File: src/rtl/param_sp_ram_pkg.sv
// Shared definitions for the parametrised single-port RAM and its clear engine.
package param_sp_ram_pkg;

  // Read-during-write behaviour selectors
  localparam int RDW_NOCHANGE   = 0;
  localparam int RDW_READFIRST  = 1;
  localparam int RDW_WRITEFIRST = 2;

  // Clear engine states
  typedef enum logic {
    CLEAR = 1'b0,
    IDLE  = 1'b1
  } clr_state_t;

endpackage

File: src/rtl/param_sp_ram_clear_ctrl.sv
// Sequential memory-clear engine: sweeps every address once after reset,
// issuing one zero-write per cycle, then parks in IDLE.
module ram_clear_ctrl
  import param_sp_ram_pkg::*;
#(
  parameter int ADDR_W = 6
) (
  input  logic              clk,
  input  logic              rst,
  output logic              busy,
  output logic              clr_we,
  output logic [ADDR_W-1:0] clr_addr
);

  localparam logic [ADDR_W-1:0] LAST_ADDR = '1;

  clr_state_t        state;
  logic [ADDR_W-1:0] ptr;

  // Clear FSM: reset restarts the sweep at address 0; leaves after the last word
  always_ff @(posedge clk) begin
    if (rst) begin
      state <= CLEAR;
      ptr   <= '0;
      busy  <= 1'b1;
    end else begin
      case (state)
        CLEAR: begin
          if (ptr == LAST_ADDR) begin
            state <= IDLE;
            busy  <= 1'b0;
            ptr   <= '0;
          end else begin
            ptr <= ptr + 1'b1;
          end
        end
        IDLE: begin
          busy <= 1'b0;
        end
        default: begin
          state <= CLEAR;
          ptr   <= '0;
          busy  <= 1'b1;
        end
      endcase
    end
  end

  assign clr_we   = (state == CLEAR);
  assign clr_addr = ptr;

endmodule

File: src/rtl/param_sp_ram.sv
// Parametrised single-port synchronous RAM with byte-lane writes, selectable
// read-during-write behaviour, optional output register and a clear engine.
module param_sp_ram
  import param_sp_ram_pkg::*;
#(
  parameter int DATA_W   = 8,
  parameter int ADDR_W   = 6,
  parameter int RDW_MODE = 0,
  parameter int OUT_REG  = 0
) (
  input  logic                clk,
  input  logic                rst,
  input  logic                en,
  input  logic                we,
  input  logic [DATA_W/8-1:0] be,
  input  logic [ADDR_W-1:0]   addr,
  input  logic [DATA_W-1:0]   din,
  output logic [DATA_W-1:0]   dout,
  output logic                dout_valid,
  output logic                busy
);

  localparam int BE_W  = DATA_W / 8;
  localparam int DEPTH = 2 ** ADDR_W;

  logic [DATA_W-1:0] mem [DEPTH];

  logic              clr_we;
  logic [ADDR_W-1:0] clr_addr;
  logic              acc;
  logic              issue;
  logic [DATA_W-1:0] rd_word;

  logic              vld_p0;
  logic [DATA_W-1:0] data_p0;

  // Overlay the enabled byte lanes of the new data onto the old word
  function automatic logic [DATA_W-1:0] merge_bytes(
    input logic [DATA_W-1:0] old_w,
    input logic [DATA_W-1:0] new_w,
    input logic [BE_W-1:0]   lanes
  );
    logic [DATA_W-1:0] res;
    res = old_w;
    for (int k = 0; k < BE_W; k++) begin
      if (lanes[k]) res[8*k +: 8] = new_w[8*k +: 8];
    end
    return res;
  endfunction

  ram_clear_ctrl #(
    .ADDR_W (ADDR_W)
  ) u_clear (
    .clk      (clk),
    .rst      (rst),
    .busy     (busy),
    .clr_we   (clr_we),
    .clr_addr (clr_addr)
  );

  // User requests only count once the clear sweep is done and reset is low
  assign acc   = en && !busy && !rst;
  assign issue = acc && (!we || (RDW_MODE != RDW_NOCHANGE));

  // Word presented to the read pipeline: stored word, or merged word in write-first mode
  always_comb begin
    rd_word = mem[addr];
    if (we && (RDW_MODE == RDW_WRITEFIRST)) begin
      rd_word = merge_bytes(mem[addr], din, be);
    end
  end

  // Array write port: clear sweep has priority, reset edge never touches contents
  always_ff @(posedge clk) begin
    if (clr_we && !rst) begin
      mem[clr_addr] <= '0;
    end else if (acc && we) begin
      for (int k = 0; k < BE_W; k++) begin
        if (be[k]) mem[addr][8*k +: 8] <= din[8*k +: 8];
      end
    end
  end

  // ---- stage p0: registered array read ----
  // Capture read data; hold it between accesses so dout stays stable
  always_ff @(posedge clk) begin
    if (rst) begin
      vld_p0  <= 1'b0;
      data_p0 <= '0;
    end else begin
      vld_p0 <= issue;
      if (issue) data_p0 <= rd_word;
    end
  end

  generate
    if (OUT_REG != 0) begin : g_out_reg
      logic              vld_p1;
      logic [DATA_W-1:0] data_p1;

      // ---- stage p1: optional output register ----
      // Extra pipeline stage; in-flight data is dropped on reset
      always_ff @(posedge clk) begin
        if (rst) begin
          vld_p1  <= 1'b0;
          data_p1 <= '0;
        end else begin
          vld_p1 <= vld_p0;
          if (vld_p0) data_p1 <= data_p0;
        end
      end

      assign dout       = data_p1;
      assign dout_valid = vld_p1;
    end else begin : g_no_out_reg
      assign dout       = data_p0;
      assign dout_valid = vld_p0;
    end
  endgenerate

endmodule

File: config.mk
export PLATFORM = sky130hd
export DESIGN_NAME = param_sp_ram
export DESIGN_NICKNAME = d
export VERILOG_FILES = /design/src/rtl/param_sp_ram_pkg.sv /design/src/rtl/param_sp_ram_clear_ctrl.sv /design/src/rtl/param_sp_ram.sv
export SDC_FILE = /design/constraint.sdc
export NUM_CORES = 1
export LEC_CHECK = 0
export CELL_PAD_IN_SITES_DETAIL_PLACEMENT = 1
export CELL_PAD_IN_SITES_GLOBAL_PLACEMENT = 2
export CORE_MARGIN = 8
export CORE_UTILIZATION = 53
export DETAILED_ROUTE_END_ITERATION = 12
export HOLD_SLACK_MARGIN = 0.06
export PLACE_DENSITY = 0.94
export SLEW_MARGIN = 10
export SYNTH_ARGS = -nofsm -noshare
export SYNTH_HDL_FRONTEND = slang
export SYNTH_SLANG_ARGS = --single-unit
export TNS_END_PERCENT = 1
File: constraint.sdc
create_clock -name clk -period 6.9 [get_ports clk]
set_clock_uncertainty 0.15 [all_clocks]
set_input_delay 0.69 -clock clk [delete_from_list [all_inputs] [get_ports clk]]
set_output_delay 0.69 -clock clk [all_outputs]
set_load 0.005 [all_outputs]
# Word-level counts from Yosys, hierarchy flattened
# Memories as Yosys holds them, arrays and structs flattened. A register that Yosys moved wholly into a read port is not among the register bits.
# Index checks and enable logic that the tools add are counted.
[op_classes]
addsub = 1
n_mul = 0
n_div = 0
magnitude_cmp = 0
n_eq_ne = 2
shift = 0
mux = 14
bitwise_logic = 1
reduce_logical = 9
[ops]
columns = ["op", "n"]
rows = [
  ["6-bit 2-to-1 mux", 2],
  ["1-bit 2-to-1 mux", 10],
  ["8-bit 2-to-1 mux", 1],
  ["8-bit OR reduction", 1],
  ["6-bit by 1-bit adder with 6-bit output, second input constant", 1],
  ["6-bit == test, second input constant", 1],
  ["1-bit logical AND", 5],
  ["1-bit logical NOT", 3],
  ["2-bit by 1-bit != test with 1-bit output, second input constant", 1],
  ["1-bit case mux with 2 select lines", 1],
  ["1-bit NOT", 1],
]
[word_totals]
register_bits = 9
latch_bits = 0
ram_bits = 512
romBits = 0
inputBits = 19
out_inout_bits = 10
word_cells = 32
mem_count = 1
[memory_table]
columns = ["memory", "words", "width", "rd", "rd_ports_with_merged_regs", "wr", "line_no", "text"]
rows = [
  ["mem", 64, 8, 1, 1, 1, "param_sp_ram.sv:26", "logic [DATA_W-1:0] mem [DEPTH];"],
]

# Logic depth before layout (Yosys ltp)
# Gate-level depths: netlist of run 1.
[depth]
word_depth = 9
mapped_depth = 8
mapped_depth_nobuf = 6

# By module
# Synthesis of run 1 repeated with hierarchy kept, for this count alone.
[hier_totals]
hier_cells = 1072
area_unflattened_um2 = 21064.0
[modules_own_cells]
columns = ["mod", "instances", "cells_per_inst", "area_each_um2", "seq_area_each_um2"]
rows = [
  ["param_sp_ram", 1, 1035, 20719.9, 15554.9],
  ["ram_clear_ctrl", 1, 37, 344.1, 160.2],
]

# Least setup slack after synthesis of run 1
# No wires, ideal clock.
[synth_timing]
path_type = "input to register"
start = "input port en"
end = "memory mem[0][0], data pin"
setup_time_ns = 0.367
t_arrival_ns = 2.616
required_time_ns = 6.383
slack_ns = 3.766
cell_stages = 5
path_buffers = 2
path_cell_list = "nand2b_1 -> nor3_2 -> buf_2 -> clkbuf_1 -> and2_1"
[synth_between]
elab_chain_cells = 8
[synth_lines]
columns = ["item", "line_no", "text"]
rows = [
  ["start, declared", "param_sp_ram.sv:13", "input logic en,"],
  ["1-bit logical AND (2 in a row)", "param_sp_ram.sv:62", "assign acc = en && !busy && !rst;"],
  ["1-bit logical AND", "param_sp_ram.sv:77", "end else if (acc && we) begin"],
  ["1-bit 2-to-1 mux", "param_sp_ram.sv:77", ""],
  ["1-bit 2-to-1 mux", "param_sp_ram.sv:75", "if (clr_we && !rst) begin"],
  ["1-bit 2-to-1 mux (not written as such)", "param_sp_ram.sv:79", "if (be[k]) mem[addr][8*k +: 8] <= din[8*k +: 8];"],
  ["8-bit OR reduction (no line)", "--", ""],
  ["8-bit 2-to-1 mux (no line)", "--", ""],
  ["end, declared", "param_sp_ram.sv:26", ""],
]
# Every way passes these cells.

# Worst setup path after layout of run 1
[layout_timing]
start = "input port rst"
end = "memory mem[25][5], enable pin"
[layout_between]
elab_chain_cells = 8
elab_cells_between_ends = 12
classes_between = "mux: 7; reduce/logical: 5"
[layout_lines]
columns = ["item", "line_no", "text"]
rows = [
  ["start, declared", "param_sp_ram.sv:12", "input logic rst,"],
  ["1-bit logical NOT *", "param_sp_ram.sv:62, param_sp_ram.sv:75", ""],
  ["1-bit logical AND", "param_sp_ram.sv:62", ""],
  ["1-bit logical AND", "param_sp_ram.sv:77", ""],
  ["1-bit 2-to-1 mux", "param_sp_ram.sv:77", ""],
  ["1-bit 2-to-1 mux", "param_sp_ram.sv:75", ""],
  ["1-bit 2-to-1 mux (not written as such)", "param_sp_ram.sv:79", ""],
  ["8-bit OR reduction (no line)", "--", ""],
  ["6-bit 2-to-1 mux (no line) or 1-bit 2-to-1 mux (tied branches)", "--", ""],
]
# Mark *: on every way between the ends. The rest lies on a longest branch, timed or not.

==> flow_summary.ini, run 1 <==
[timing]
rsz0062_at_grt = false
hold_violations = 0
finalSetupViolCount = 0
relSlewSlack_pct = 15.4
drv_slew = 0
fin_tns_setup_ns = 0
max_freq_mhz = 248
max_slew.worst_pin.slew_ns = 1.27
finalCriticalPeriod_ns = 4.04
post-route-period-util_pct = 58.5

[cts]
htree_levels = 2
cts.sinks = 529
clockBufferDepth = 3
holdBufCountCts = 0
clk_pin_slew_worst_paths_ns = 0.06
cts_setup_buffers = 0
cts_tree = yes
numCtsBuffers = 51
cts_resized = 0
clk_latency_ns = 0.57
cts_root_buf = clkbuf_16

[global_route]
antenna_found_initial = 2
grt_pass1_vias = 11378
track_usage_pct = 23.1
grt_pass1_wl_um = 78600
grt_overflow = 0
grt_max_degree = 88

[synth]
ys_seq_elements = 529
synth_commonest_cells = edfxtp_1, mux4_2, nor2_1
netlist_area_um2 = 20800
synth-edff-count = 512
synth-main-ff-cell = edfxtp_1
syn_avg_cell_area_um2 = 19.6
postSynthCellCount = 1060
synthArstFlopShare_pct = 0
synth_most_common_cell = edfxtp_1
synth_seq_area_share_pct = 75.4
syn_nets = 1080
synth_top_cell_by_area = edfxtp_1
synth_top_area_share_pct = 73.8
yosysWarnings = 0
ys_top_cells_by_area = edfxtp_1, mux4_2, dfxtp_1, nor2_1, a22oi_1
ys_types = 53

[critical_path]
crit_type = primary input to flip-flop
path_max_fanout = 25
cp_slowest_cell = nor3_4
cp-end-kind = flip-flop
critPathRequiredTime_ns = 6.95
path_cells = clkdlybuf4s50_1 > nor3_4 > mux2i_1 > nand2_1 > nor2_1
max_stage_delay_ns = 0.95
critPathArrivalTime_ns = 4.08
crit_family = simple AND/OR/NAND/NOR gates
cp.buffers_inverters = 1
start_kind = primary input

[power_and_ir_drop]
p_per_area_nw_per_um2 = 274
p_leak_nw = 7.25
ir_drop_mv = 0.156

[drt]
wl_met3_um = 3930
wl_per_cell_um = 32.2
totalWireLength_um = 53400
antenna_left = 0
wl_met1_um = 20900
met2WireLength_um = 26600
drc = 0
avgViaCountPerCell = 6.49
num_vias = 10769
routed.top_layer = met5
drtIter0Drc = 1489
drt_pass1_iterations = 8

[die]
initial_core_util_pct = 53.8
io_pins = 29
chipHeight_um = 214
core-area_um2 = 38700
die_w_um = 214
rows = 72
dieArea_um2 = 45900

[cells_and_area]
area_growth_pct = 11.1
fillCellCount = 3310
final_nets = 1120
drive_above_1_share_pct = 20.0
fin_util_pct = 59.7

[worst_hold_path]
hold_path.class = flip-flop to flip-flop

[place]
hpwlAfterDp_um = 33000
place_congestion = 0.868
port_buffers = 28

[job]
cap_violations = 0

[run_status]
status = finished clean
[cells in the final DEF, fill, tap and decap left out, drive strengths merged, types with 3 or more instances in the layout]
cell type	netlist	layout
edfxtp	512	512
mux4	122	122
nor2	85	85
clkbuf	19	71
nand2	39	39
clkdlybuf4s50	0	25
nor2b	24	24
clkinv	7	24
a22oi	20	20
a21oi	19	19
dfxtp	17	17
inv	16	16
buf	34	15
mux2i	14	14
a31oi	14	14
nand2b	13	13
mux2	11	11
nand3	9	9
and2	9	9
o221ai	8	8
a41oi	6	6
a2bb2oi	6	6
or4	6	6
nor4	5	5
nor3	5	5
o21ai	5	5
or2	4	4
nand4	3	3
bufinv	0	3
[state kept, by name (all words and copies together), names as in the netlist]
name / cells
mem: 512
dout: 8
u_clear.clr_addr: 6
dout_valid: 1
u_clear.busy: 1
u_clear.state: 1
[per-stage QoR]
stage | setup WS [ns] | power (W) | instances | instance area (um^2) | hold slack (ns)
after floorplan | 3.77 | 0.00369 | 1060 | 20800 | 0.339
after global placement | 2.52 | 0.00374 | 1565 | 21600 | 0.396
after detailed placement | 2.29 | 0.00374 | 1565 | 21600 | 0.418
after CTS | 2.91 | 0.00637 | 1658 | 23100 | 0.426
after global routing | 2.63 | 0.00648 | 1659 | 23100 | 0.448
final | 2.86 | 0.00634 | 1659 | 23100 | 0.419
[logic make-up after synthesis]
kind of cell	synth area share [%]
xor+xnor	0.0841
fa+ha+maj	0.0601
flops	75.4
compound gates	3.11
mux	14.5
buf+inv	1.86
simple gates	4.99
[report_power, final]
part / total, W / switching, W / internal [W] / leakage, nW
clock: 0.00267 / 0.00115 / 0.00152 / 0.758
combinational: 0.000190 / 0.000115 / 0.0000744 / 1.49
sequential: 0.00349 / 0.00000705 / 0.00348 / 5.00
[metal layers]
metal,up-vias,global-route usage (%)
met4,2,8.75
met5,-,0
met2,551,38.3
met3,120,4.34
met1,5692,30.2
li1,4404,-
[final timing paths]
kind / startpoint / endpoint / slack [ns] / depth (start not counted)
setup / recovery: rst / mem[25][5] / 2.86 / 5
hold / removal: u_clear.busy / u_clear.busy / 0.42 / 1
setup reg to reg: u_clear.state / mem[25][5] / 3.13 / 5
hold reg to reg: u_clear.busy / u_clear.busy / 0.42 / 1
[worst reg2reg max path, stage by stage, from the launching register on]
cell	delay, ns
dfxtp_1	0.48
nand3_1	0.20
nor3_4	0.81
mux2i_1	0.60
nand2_1	0.48
nor2_1	0.68
[area by class of cell]
cell class / instances / area, um^2 / share of cell area [%]
Clock buffer: 71 / 1390 / 6.03
Antenna cell: 1 / 2.50 / 0.0108
Sequential cell: 529 / 15700 / 67.9
Multi-Input combinational cell: 455 / 4740 / 20.5
Clock inverter: 22 / 176 / 0.763
Tap cell: 518 / 648 / 2.80
Timing Repair Buffer: 40 / 368 / 1.59
Inverter: 23 / 86.3 / 0.373
Power figures use the tool's default switching activity.
==> run 2: changes to the inputs <==
--- a/config.mk
+++ b/config.mk
@@ -8,10 +8,10 @@
 export CELL_PAD_IN_SITES_DETAIL_PLACEMENT = 1
 export CELL_PAD_IN_SITES_GLOBAL_PLACEMENT = 2
 export CORE_MARGIN = 8
-export CORE_UTILIZATION = 53
+export CORE_UTILIZATION = 44
 export DETAILED_ROUTE_END_ITERATION = 12
 export HOLD_SLACK_MARGIN = 0.06
-export PLACE_DENSITY = 0.94
+export PLACE_DENSITY = 0.85
 export SLEW_MARGIN = 10
 export SYNTH_ARGS = -nofsm -noshare
 export SYNTH_HDL_FRONTEND = slang
==> constraint.sdc (replaced) <==
create_clock -name clk -period 3.3 [get_ports clk]
set_clock_uncertainty 0.15 [all_clocks]
set_input_delay 0.33 -clock clk [delete_from_list [all_inputs] [get_ports clk]]
set_output_delay 0.33 -clock clk [all_outputs]
set_load 0.005 [all_outputs]
==> run 2 against run 1 <==
Compared with the run above: routed wire length increased by 0.35%; register-to-register slack worse by 2.7 ns; critical path type is now flip-flop to flip-flop; final area increased by 5.1%; global-route usage fell by 3.2 points; flip-flop and latch count did not move.
==> flow_summary.ini, run 2 (synthesis gave the netlist of run 1 again) <==
[place]
hpwlAfterDp_um = 33700
pre_cts_slack_ns = 0.0286
place_congestion = 0.857
port_buffers = 28
place_inst = 1758

[cells_and_area]
fin_util_pct = 52.1
multi_input_area_um2 = 4740
top_register = mem
area_growth_pct = 16.8
antennaDiodeCount = 0
final_nets = 1225
mostFrequentLayoutCells = edfxtp_1, mux4_2, buf_4
finalNonFillerCells = 1852
seqCellArea_um2 = 15700
final_common_cell = edfxtp_1
fillCellCount = 4198
drive_above_1_share_pct = 27.8
largest_reg_flops = 512

[die]
io_pins = 29
die_w_um = 234
rows = 79
initial_core_util_pct = 44.6
core-area_um2 = 46700
chipHeight_um = 234
dieArea_um2 = 54600

[job]
cap_violations = 0

[cts]
cts.sinks = 529
cts_resized = 0
holdBufCountCts = 0
numCtsBuffers = 52
clockBufferDepth = 3
cts_root_buf = clkbuf_16
clk_pin_slew_worst_paths_ns = 0.06
htree_levels = 2
cts_setup_buffers = 0
cts_tree = yes
clk_latency_ns = 0.60

[timing]
fin_tns_setup_ns = 0
post-route-period-util_pct = 87.7
finalSetupViolCount = 0
max_slew.worst_pin.slew_ns = 1.02
max_freq_mhz = 345
rsz0062_at_grt = false
finalCriticalPeriod_ns = 2.90
hold_ws_ns = 0.254
drv_slew = 0
hold_violations = 0
layout_setup_ws_ns = 0.404
relSlewSlack_pct = 31.9

[drt]
drt_pass1_iterations = 5
avgViaCountPerCell = 5.92
antenna_left = 0
num_vias = 10968
drc = 0
drtIter0Drc = 1171
wl_per_cell_um = 28.9
totalWireLength_um = 53600

[critical_path]
cp-end-kind = flip-flop
critPathArrivalTime_ns = 2.96
crit_type = flip-flop to flip-flop
start_kind = flip-flop
critPathRequiredTime_ns = 3.36
path_max_fanout = 17

[power_and_ir_drop]
p_leak_nw = 7.89
netSwitchingPower_w = 0.00281
ir_drop_mv = 0.335
pwr-share-clk_pct = 43.7
p_int_w = 0.0109
p_per_area_nw_per_um2 = 565
sw_frac_of_total_pct = 20.4
comb_power_share_pct = 3.2
p_seq_share_pct = 53.1

[global_route]
grt_overflow = 0
antenna_found_initial = 0
grt_pass1_wl_um = 79500
grt_max_degree = 65
track_usage_pct = 19.9
grt_pass1_vias = 11679

[worst_hold_path]
hold_path.class = primary input to flip-flop

[run_status]
status = finished clean
-- run 2: layer usage --
layer	routed length [um]	global-route usage (%)
met3	3160	3.55
met1	22200	26.3
met2	26400	32.8
met4	1870	7.22
met5	0	0
-- run 2: critical path, cell delays in order, from the launching register on --
cell	delay (ns)
dfxtp_1	0.49
nand3_1	0.20
nor3_4	0.19
buf_12	0.17
mux2i_1	0.27
buf_4	0.17
nand2b_1	0.16
nor2_1	0.72
-- run 2: worst paths after layout --
| path | from | to | slack (ns) | cells past startpoint |
|---|---|---|---|---|
| worst max-delay path | u_clear.state | mem[50][4] | 0.40 | 7 |
| worst min-delay path | en | dout_valid | 0.25 | 2 |
| worst max register to register | u_clear.state | mem[50][4] | 0.40 | 7 |
| worst min register to register | u_clear.busy | dout_valid | 0.40 | 1 |
-- run 2: cell type report --
class	count	area share, %
clock buffer	54	5.47
multi-input combinational	455	19.5
inverter	23	0.355
clock inverter	40	1.56
tap	607	3.12
sequential	529	64.6
timing repair buffer	144	5.39
-- run 2: power groups by stage --
stage | combinational, W | sequential (W) | clock [W]
CTS | 0.000443 | 0.00729 | 0.00608
finish | 0.000441 | 0.00729 | 0.00601
floorplan | 0.000280 | 0.00743 | 0
global route | 0.000465 | 0.00729 | 0.00630
global placement | 0.000430 | 0.00743 | 0
detailed placement | 0.000438 | 0.00743 | 0
-- run 2: metrics by stage --
stage,power (W),instance area [um^2]
2_1_floorplan,0.00771,20800
3_3_place_gp,0.00786,22600
3_5_place_dp,0.00787,22600
4_1_cts,0.0138,24300
5_1_grt,0.0141,24300
6_report,0.0137,24300
==> run 3: changes to the inputs <==
--- a/config.mk
+++ b/config.mk
@@ -7,6 +7,7 @@
 export LEC_CHECK = 0
 export CELL_PAD_IN_SITES_DETAIL_PLACEMENT = 1
 export CELL_PAD_IN_SITES_GLOBAL_PLACEMENT = 2
+export CORE_ASPECT_RATIO = 0.75
 export CORE_MARGIN = 8
 export CORE_UTILIZATION = 44
 export DETAILED_ROUTE_END_ITERATION = 12
==> run 3 against run 2 <==
Compared with the run above: routed wire length down 1.3%; sequential share of layout area up 0.73 points; worst setup slack improved by 0.012 ns; non-clock buffer count is 9 lower; largest cell class unchanged; flip-flop and latch count unchanged; core utilization shrank 1.0 points; critical path depth unchanged; final cell count grew 1.1%; count of clock-buffer cells in the layout is 7 higher; maximum frequency rose by 0.41%; combinational power down 2%; first-iteration DRC count decreased by 0.68%.
==> flow_summary.ini, run 3 (synthesis gave the netlist of run 1 again) <==
[drt]
wl_per_cell_um = 28.2
drt_pass1_iterations = 5
totalWireLength_um = 52900
avgViaCountPerCell = 5.81
num_vias = 10891
drc = 0
antenna_left = 0
drtIter0Drc = 1163

[cts]
holdBufCountCts = 0
cts_root_buf = clkbuf_16
clk_pin_slew_worst_paths_ns = 0.06
cts.sinks = 529
cts_setup_buffers = 0
cts_tree = yes
clockBufferDepth = 3
numCtsBuffers = 50
clk_latency_ns = 0.59
htree_levels = 2
cts_resized = 0

[die]
die_w_um = 267
core-area_um2 = 47100
io_pins = 29
chipHeight_um = 204
rows = 69
dieArea_um2 = 54600
initial_core_util_pct = 44.3

[run_status]
status = finished clean

[place]
place_congestion = 0.850
hpwlAfterDp_um = 33800
port_buffers = 28

[timing]
finalSetupViolCount = 0
post-route-period-util_pct = 87.4
rsz0062_at_grt = false
max_slew.worst_pin.slew_ns = 1.01
drv_slew = 0
hold_ws_ns = 0.422
max_freq_mhz = 347
hold_violations = 0
fin_tns_setup_ns = 0
finalCriticalPeriod_ns = 2.88
relSlewSlack_pct = 32.4

[critical_path]
crit_type = flip-flop to flip-flop
r2r_start = u_clear.state
critPathLaunch = u_clear.state
critPathRequiredTime_ns = 3.36
start_kind = flip-flop
critPathArrivalTime_ns = 2.95
cp-end-kind = flip-flop
ff2ff_setup_slack_ns = 0.42
path_max_fanout = 14

[cells_and_area]
final_common_cell = edfxtp_1
largest_reg_flops = 512
drive_above_1_share_pct = 26.4
mostFrequentLayoutCells = edfxtp_1, mux4_2, buf_4
fillCellCount = 4253
top_register = mem
area_growth_pct = 15.5
final_nets = 1214

[global_route]
grt_max_degree = 65
grt_pass1_wl_um = 78700
track_usage_pct = 19.6
antenna_found_initial = 4
grt_overflow = 0
grt_pass1_vias = 11480

[power_and_ir_drop]
p_per_area_nw_per_um2 = 541
ir_drop_mv = 0.360
p_leak_nw = 7.74

[worst_hold_path]
min_from = u_clear.busy
hold_path.class = flip-flop to flip-flop

[job]
cap_violations = 0
-- run 3: cell types whose count changed in the layout (fill, tap and decap cells not counted), sizes merged --
cell and change:
buf -9, bufinv -6, clkbuf +7, clkinv -1
clkinvlp -1, diode +1, inv -2
-- run 3: layout make-up --
type | count | area, um^2 | share of cell area (%)
clock buffer | 61 | 1290 | 5.37
inverter | 23 | 86.3 | 0.359
clock inverter | 30 | 175 | 0.728
antenna | 1 | 2.50 | 0.0104
sequential | 529 | 15700 | 65.3
tap | 639 | 800 | 3.32
timing repair buffer | 135 | 1240 | 5.17
multi-input combinational | 455 | 4740 | 19.7
-- run 3: through the flow --
step	instances	setup WS, ns	area [um^2]	utilization (%)	total power, W
after detailed placement	1781	0.0749	22600	48.0	0.00786
after global routing	1873	0.233	24100	51.1	0.0134
after global placement	1781	0.182	22600	48.0	0.00786
final	1873	0.416	24100	51.1	0.0130
after floorplan	1060	0.417	20800	-	0.00771
after CTS	1872	0.417	24000	51.1	0.0131
-- run 3: layer usage --
metal	GRT usage, %	routed length [um]	vias up
met5	0	0	-
met4	6.38	1530	0
met3	4.48	4480	75
met2	29.6	24200	466
met1	28.2	22700	5769
li1	-	-	4581
-- run 3: path summary, 6_finish.rpt --
kind | endpoint | cells past startpoint
max | mem[12][5] | 7
min | u_clear.busy | 1
max reg2reg | mem[12][5] | 7
min reg2reg | u_clear.busy | 1
-- run 3: power by group --
group	internal (W)	switching, W
Sequential	0.00728	0.0000127
Combinational	0.000182	0.000249
Clock	0.00286	0.00243
-- run 3: worst max-delay path: stages (launching register included) --
cell and delay, ns:
dfxtp_1 0.50, nand3_1 0.19, nor3_2 0.19, buf_4 0.28
mux2i_1 0.21, buf_4 0.16, o21ai_1 0.10, nor2_1 0.73
